`src/rtl/sampling_pkg.sv`:
```
// Shared definitions for the up/down sampling blocks:
// default frame geometry, FSM encoding and counter sizing.
package sampling_pkg;

  localparam int IN_WIDTH_DEF   = 400;
  localparam int IN_HEIGHT_DEF  = 300;
  localparam int DATA_WIDTH_DEF = 8;

  typedef enum logic [1:0] {
    BLANK  = 2'd0,
    FILL   = 2'd1,
    REPLAY = 2'd2
  } samp_state_e;

  // A range of one still needs a one-bit counter.
  function automatic int cnt_width(input int range);
    return (range > 1) ? $clog2(range) : 1;
  endfunction

endpackage

```
`src/rtl/upsampler_linebuf.sv`:
```
// One-line pixel store for the upsampler:
// synchronous write, combinational read, no reset.
module upsampler_linebuf
  import sampling_pkg::*;
#(
  parameter int DEPTH = IN_WIDTH_DEF,
  parameter int DW    = DATA_WIDTH_DEF,
  parameter int AW    = cnt_width(DEPTH)
) (
  input  logic          clk_i,
  input  logic          we_i,
  input  logic [AW-1:0] waddr_i,
  input  logic [DW-1:0] wdata_i,
  input  logic [AW-1:0] raddr_i,
  output logic [DW-1:0] rdata_o
);

  logic [DW-1:0] mem_q [DEPTH];

  always_ff @(posedge clk_i) begin
    if (we_i) begin
      mem_q[waddr_i] <= wdata_i;
    end
  end

  assign rdata_o = mem_q[raddr_i];

endmodule

```
`src/rtl/upsampler.sv`:
```
// 2x pixel-replicating upsampler: each pixel is shown twice
// while the line is filled, then the stored line is replayed.
module upsampler
  import sampling_pkg::*;
#(
  parameter int IN_WIDTH   = IN_WIDTH_DEF,
  parameter int IN_HEIGHT  = IN_HEIGHT_DEF,
  parameter int DATA_WIDTH = DATA_WIDTH_DEF
) (
  input  logic                  clock,
  input  logic                  reset,
  input  logic                  valid,
  input  logic [DATA_WIDTH-1:0] data,
  output logic                  ready,
  output logic [DATA_WIDTH-1:0] dataout,
  output logic                  validout,
  output logic                  blankingregion
);

  localparam int CW = cnt_width(IN_WIDTH);
  localparam int RW = cnt_width(IN_HEIGHT);
  localparam logic [CW-1:0] COL_LAST = CW'(IN_WIDTH - 1);
  localparam logic [RW-1:0] ROW_LAST = RW'(IN_HEIGHT - 1);

  samp_state_e state_q, state_d;

  logic [CW-1:0] col_q, col_d;
  logic [CW-1:0] col_nxt, raddr;
  logic [RW-1:0] row_q, row_d;
  logic phase_q, phase_d;
  logic eol_q, eol_d;
  logic vout_q, vout_d;
  logic [DATA_WIDTH-1:0] dout_q, dout_d;
  logic [DATA_WIDTH-1:0] rdata;
  logic accept;

  // eol_q keeps ready low while the last pixel's second copy shows.
  assign ready = (state_q == BLANK) ||
                 (state_q == FILL && !phase_q && !eol_q);
  assign accept = valid && ready;

  assign col_nxt = (col_q == COL_LAST) ? '0 : col_q + 1'b1;
  assign raddr   = (state_q == REPLAY) ? col_nxt : '0;

  assign blankingregion = (state_q == BLANK);
  assign validout = vout_q;
  assign dataout  = dout_q;

  upsampler_linebuf #(
    .DEPTH (IN_WIDTH),
    .DW    (DATA_WIDTH),
    .AW    (CW)
  ) u_linebuf (
    .clk_i   (clock),
    .we_i    (accept),
    .waddr_i (col_q),
    .wdata_i (data),
    .raddr_i (raddr),
    .rdata_o (rdata)
  );

  always_comb begin
    state_d = state_q;
    col_d   = col_q;
    row_d   = row_q;
    phase_d = phase_q;
    eol_d   = eol_q;
    vout_d  = vout_q;
    dout_d  = dout_q;

    unique case (state_q)
      BLANK: begin
        vout_d = 1'b0;
        if (accept) begin
          state_d = FILL;
        end
      end
      FILL: begin
        if (phase_q) begin
          phase_d = 1'b0;
        end else if (eol_q) begin
          state_d = REPLAY;
          eol_d   = 1'b0;
          col_d   = '0;
          dout_d  = rdata;
          vout_d  = 1'b1;
          phase_d = 1'b1;
        end else if (!accept) begin
          vout_d = 1'b0;
        end
      end
      REPLAY: begin
        if (phase_q) begin
          phase_d = 1'b0;
        end else if (col_q == COL_LAST) begin
          col_d  = '0;
          vout_d = 1'b0;
          if (row_q == ROW_LAST) begin
            row_d   = '0;
            state_d = BLANK;
          end else begin
            row_d   = row_q + 1'b1;
            state_d = FILL;
          end
        end else begin
          col_d   = col_nxt;
          dout_d  = rdata;
          phase_d = 1'b1;
        end
      end
      default: begin
        state_d = BLANK;
      end
    endcase

    if (accept) begin
      dout_d  = data;
      vout_d  = 1'b1;
      phase_d = 1'b1;
      eol_d   = (col_q == COL_LAST);
      col_d   = col_nxt;
    end
  end

  always_ff @(posedge clock) begin
    if (reset) begin
      state_q <= BLANK;
      col_q   <= '0;
      row_q   <= '0;
      phase_q <= 1'b0;
      eol_q   <= 1'b0;
      vout_q  <= 1'b0;
      dout_q  <= '0;
    end else begin
      state_q <= state_d;
      col_q   <= col_d;
      row_q   <= row_d;
      phase_q <= phase_d;
      eol_q   <= eol_d;
      vout_q  <= vout_d;
      dout_q  <= dout_d;
    end
  end

endmodule

```
`config.mk`:
```
export PLATFORM = sky130hd
export DESIGN_NAME = upsampler
export DESIGN_NICKNAME = d
export VERILOG_FILES = /design/src/rtl/sampling_pkg.sv /design/src/rtl/upsampler_linebuf.sv /design/src/rtl/upsampler.sv
export SDC_FILE = /design/constraint.sdc
export NUM_CORES = 2
export LEC_CHECK = 0
export BUFFER_PORTS_ARGS = -buffer_cell sky130_fd_sc_hd__buf_4
export CAP_MARGIN = 15
export CORE_MARGIN = 3
export CORE_UTILIZATION = 59
export DETAILED_ROUTE_END_ITERATION = 8
export HOLD_SLACK_MARGIN = 0.08
export PLACE_DENSITY = 0.75
export SLEW_MARGIN = 10
export SYNTH_ARGS = -nofsm -noshare
export SYNTH_HDL_FRONTEND = slang
export SYNTH_SLANG_ARGS = --single-unit
```
`constraint.sdc`:
```
create_clock -name clock -period 11.21 [get_ports clock]
set_input_delay 0 -clock clock [delete_from_list [all_inputs] [get_ports clock]]
set_output_delay 0 -clock clock [all_outputs]
set_load 0.05 [all_outputs]
```
==> impl_metrics.toml <==
[status]
violations = "design-rule violations"
status = "complete, but fails checks"

[cts]
clkLatencyLatePin_ns = 0.98
clkSlewWorstSetupHoldPaths_ns = 0.06
h-tree-depth = 5
numCtsBuffers = 324
cts_resized = 0
clk_path_buf_depth = 4
numClockSinks = 3231
cts-root-buf = "clkbuf_16"
cts_tree = "yes"

[power]
leakage_nw = 43.24
p_total_w = 0.02416
peakVddDrop_mv = 0.1713
powerDensity_nw_per_um2 = 173.7

[synth]
yosys.area_share.adder_pct = 0.04968
syn-mean-instance-area_um2 = 20.39
syn_inst = 6175
synth.largest_area_cell = "edfxtp_1"
syn-cell-area_um2 = 125900
synth_top_family_by_area = "multiplexers"
synthMuxAreaShare_pct = 14.53
synth-simple-area-share_pct = 3.708
synth_cell_types = 72
synth_top_area_share_pct = 76.31
synth_compound_area_share_pct = 3.223
synthXorXnorAreaFrac_pct = 0.07650
yosys-top-cells-area = "edfxtp_1 (76%), mux4_2 (14%), nor2_1 (1.4%), a22oi_1 (1.3%), nand2_1 (1.2%)"
synth-async-reset-ratio_pct = 0
syn_nets = 6191
synthFlopType = "edfxtp_1"
yosysSeqAreaShare_pct = 76.80
ys_warn_count = 0
synth_seq_cells = 3231
synth-edff-count = 3200

[timing]
setup_viol = 0
finalSetupTns_ns = 0
relSlewSlack_pct = 12.64
finalHoldViolCount = 0
max_freq_ghz = 0.1412
worstMarginPinSlew_ns = 1.307
maxSlewViolCount = 0
rsz0062_at_grt = "false"
skew_ns = 0.06531
fin_crit_ns = 7.082
post-route-period-util_pct = 63.18

[floorplanning]
die_area_um2 = 219000
chipWidth_um = 468.0
die_h_um = 468.0
rows = 168
ios = 22
initial_core_util_pct = 59.73
core_um2 = 210800

[global_route]
grt_overflow = 0
grt_pass1_wl_um = 468800
track_usage_pct = 30.00
grt_max_degree = 203
grt_pass1_vias = 64890
antenna_found_initial = 17

[place]
gp_congestion = 0.9843
portBuffers = 21
hpwl_um = 185200

[cells_and_area]
fillers = 12920
nets = 6271
drive_gt1_share_pct = 21.51
area_growth_pct = 10.48

[hold_path]
hp-class = "input pin to flip-flop"

[route]
routed_via_density = 7.061
drt_wl_total_um = 325800
drtIter0Drc = 10270
first_pass_iters = 9
drcViolationCount = 52
wire_per_inst_um = 35.03
vias = 65670
drtAntennaViolNets = 0

[setup_path]
critical_path_arrival_ns = 7.91
endpoint_kind = "flip-flop"
worstPathRequired_ns = 12.04
cp_max_fo = 43
worstSetupPathType = "flip-flop to flip-flop"
critPathLaunchType = "flip-flop"

[run]
drv_cap = 0
-- per-stage QoR --
step	utilization [%]	std cells	cell area (um2)	hold slack, ns	setup slack [ns]
after floorplan	-	6175	125900	0.09887	7.552
after global placement	61.10	8721	128800	0.3932	4.541
after detailed placement	61.10	8721	128800	0.3949	4.379
after CTS	65.96	9289	139100	0.08151	4.320
after global routing	65.98	9292	139100	0.08027	3.720
final	65.99	9301	139100	0.09605	4.128
-- registers in the layout, indices dropped and copies added, names as in the netlist --
signal	flops
state_q	2
validout	1
u_linebuf.mem_q	3200
dataout	8
row_q	9
eol_q	1
col_q	9
phase_q	1
-- logic make-up (layout without fill, tap and decap cells) --
group           Yosys count  after routing
flops                  3231           3231
simple gates           1111           1111
mux                     845            845
compound gates          573            573
buf+inv                 399            709
xor+xnor                 11             11
fa+ha+maj                 5              5
other cells               0             11
-- timing repair --
item,CTS,global route
setup buffers,0,0
hold endpoints to repair,1235,0
hold buffers,12,0
-- cells in the mapped netlist (11+ instances only) --
| master | instances |
|---|---|
| buf_4 | 26 |
| nand3_1 | 84 |
| o21ai_0 | 44 |
| buf_1 | 18 |
| nor3_1 | 21 |
| a31oi_1 | 20 |
| mux2i_1 | 59 |
| mux4_2 | 786 |
| a221oi_1 | 11 |
| buf_2 | 60 |
| clkbuf_1 | 245 |
| buf_6 | 38 |
| a21oi_1 | 123 |
| a32oi_1 | 52 |
| nand2_1 | 416 |
| dfxtp_1 | 31 |
| nand4_1 | 47 |
| nor2_1 | 466 |
| o22ai_1 | 12 |
| and3_1 | 16 |
| and2_1 | 12 |
| o211ai_1 | 11 |
| edfxtp_1 | 3200 |
| a22oi_1 | 215 |
-- metal layers --
metal | global-route usage [%] | routed length, um | up-vias
met4 | 14.77 | 18170 | 12
met2 | 45.01 | 152000 | 4928
met1 | 41.11 | 113200 | 34080
li1 | - | - | 25690
met5 | 0 | 175 | -
met3 | 8.547 | 42240 | 959
-- cell type report --
type,count,area [um2],area share [%]
repair buffers,147,1339,0.9623
flip-flops and latches,3231,96710,69.51
clock buffers,395,8502,6.111
clock inverters,161,1620,1.165
well taps,2805,3510,2.523
diodes,11,27.53,0.01978
multi-input cells,2545,27400,19.69
inverters,6,22.52,0.01619
-- power breakdown --
group / switching (W) / internal, W / total (W)
Clock: 0.00440 / 0.00613 / 0.0105
Combinational: 0.000290 / 0.0000410 / 0.000331
Sequential: 0.0000196 / 0.0133 / 0.0133
-- critical path, stage by stage (launching register included) --
cell      delay [ns]
dfxtp_1         0.55
ha_1            0.64
and3_1          0.49
a31o_4          0.75
buf_4           0.75
buf_4           0.82
mux4_2          0.61
a22oi_1         0.40
a22oi_1         0.17
o211ai_1        0.56
o21a_1          0.49
a41oi_1         0.19
or3b_1          0.40
-- cells in the final DEF, fill, tap and decap left out, types with 8 or more instances in the layout --
cell type         n
buf_8             8
clkinv_1         63
o21ai_0          43
buf_12           10
a221oi_1         11
mux2i_1          59
mux4_2          786
a31oi_1          17
and3_1           15
a22oi_1         215
nor2b_1           9
a32oi_1          52
nand4_1          47
o211ai_1         11
bufinv_16        33
clkbuf_1         65
dlygate4sd3_1    12
nor3_1           19
clkbuf_16       330
nor2_1          464
o21ai_1           9
xor2_1            8
a21oi_1         121
and2_1           11
edfxtp_1       3200
diode_2          11
nand2_1         406
dfxtp_1          31
o21a_1            9
a2111oi_0         8
nand3_1          80
o22ai_1          12
a22o_1            8
clkinv_2         48
buf_4           116
-- worst paths after layout --
| path | cells past startpoint | slack [ns] | to | startpoint |
|---|---|---|---|---|
| worst max-delay path | 12 | 4.13 | dataout[7] | col_q[0] |
| worst min-delay path | 2 | 0.1 | u_linebuf.mem_q[299][1] | data[1] |
| worst max register to register | 12 | 4.13 | dataout[7] | col_q[0] |
| worst min register to register | 2 | 0.49 | row_q[6] | row_q[6] |
(Power assumes the default switching activity.)
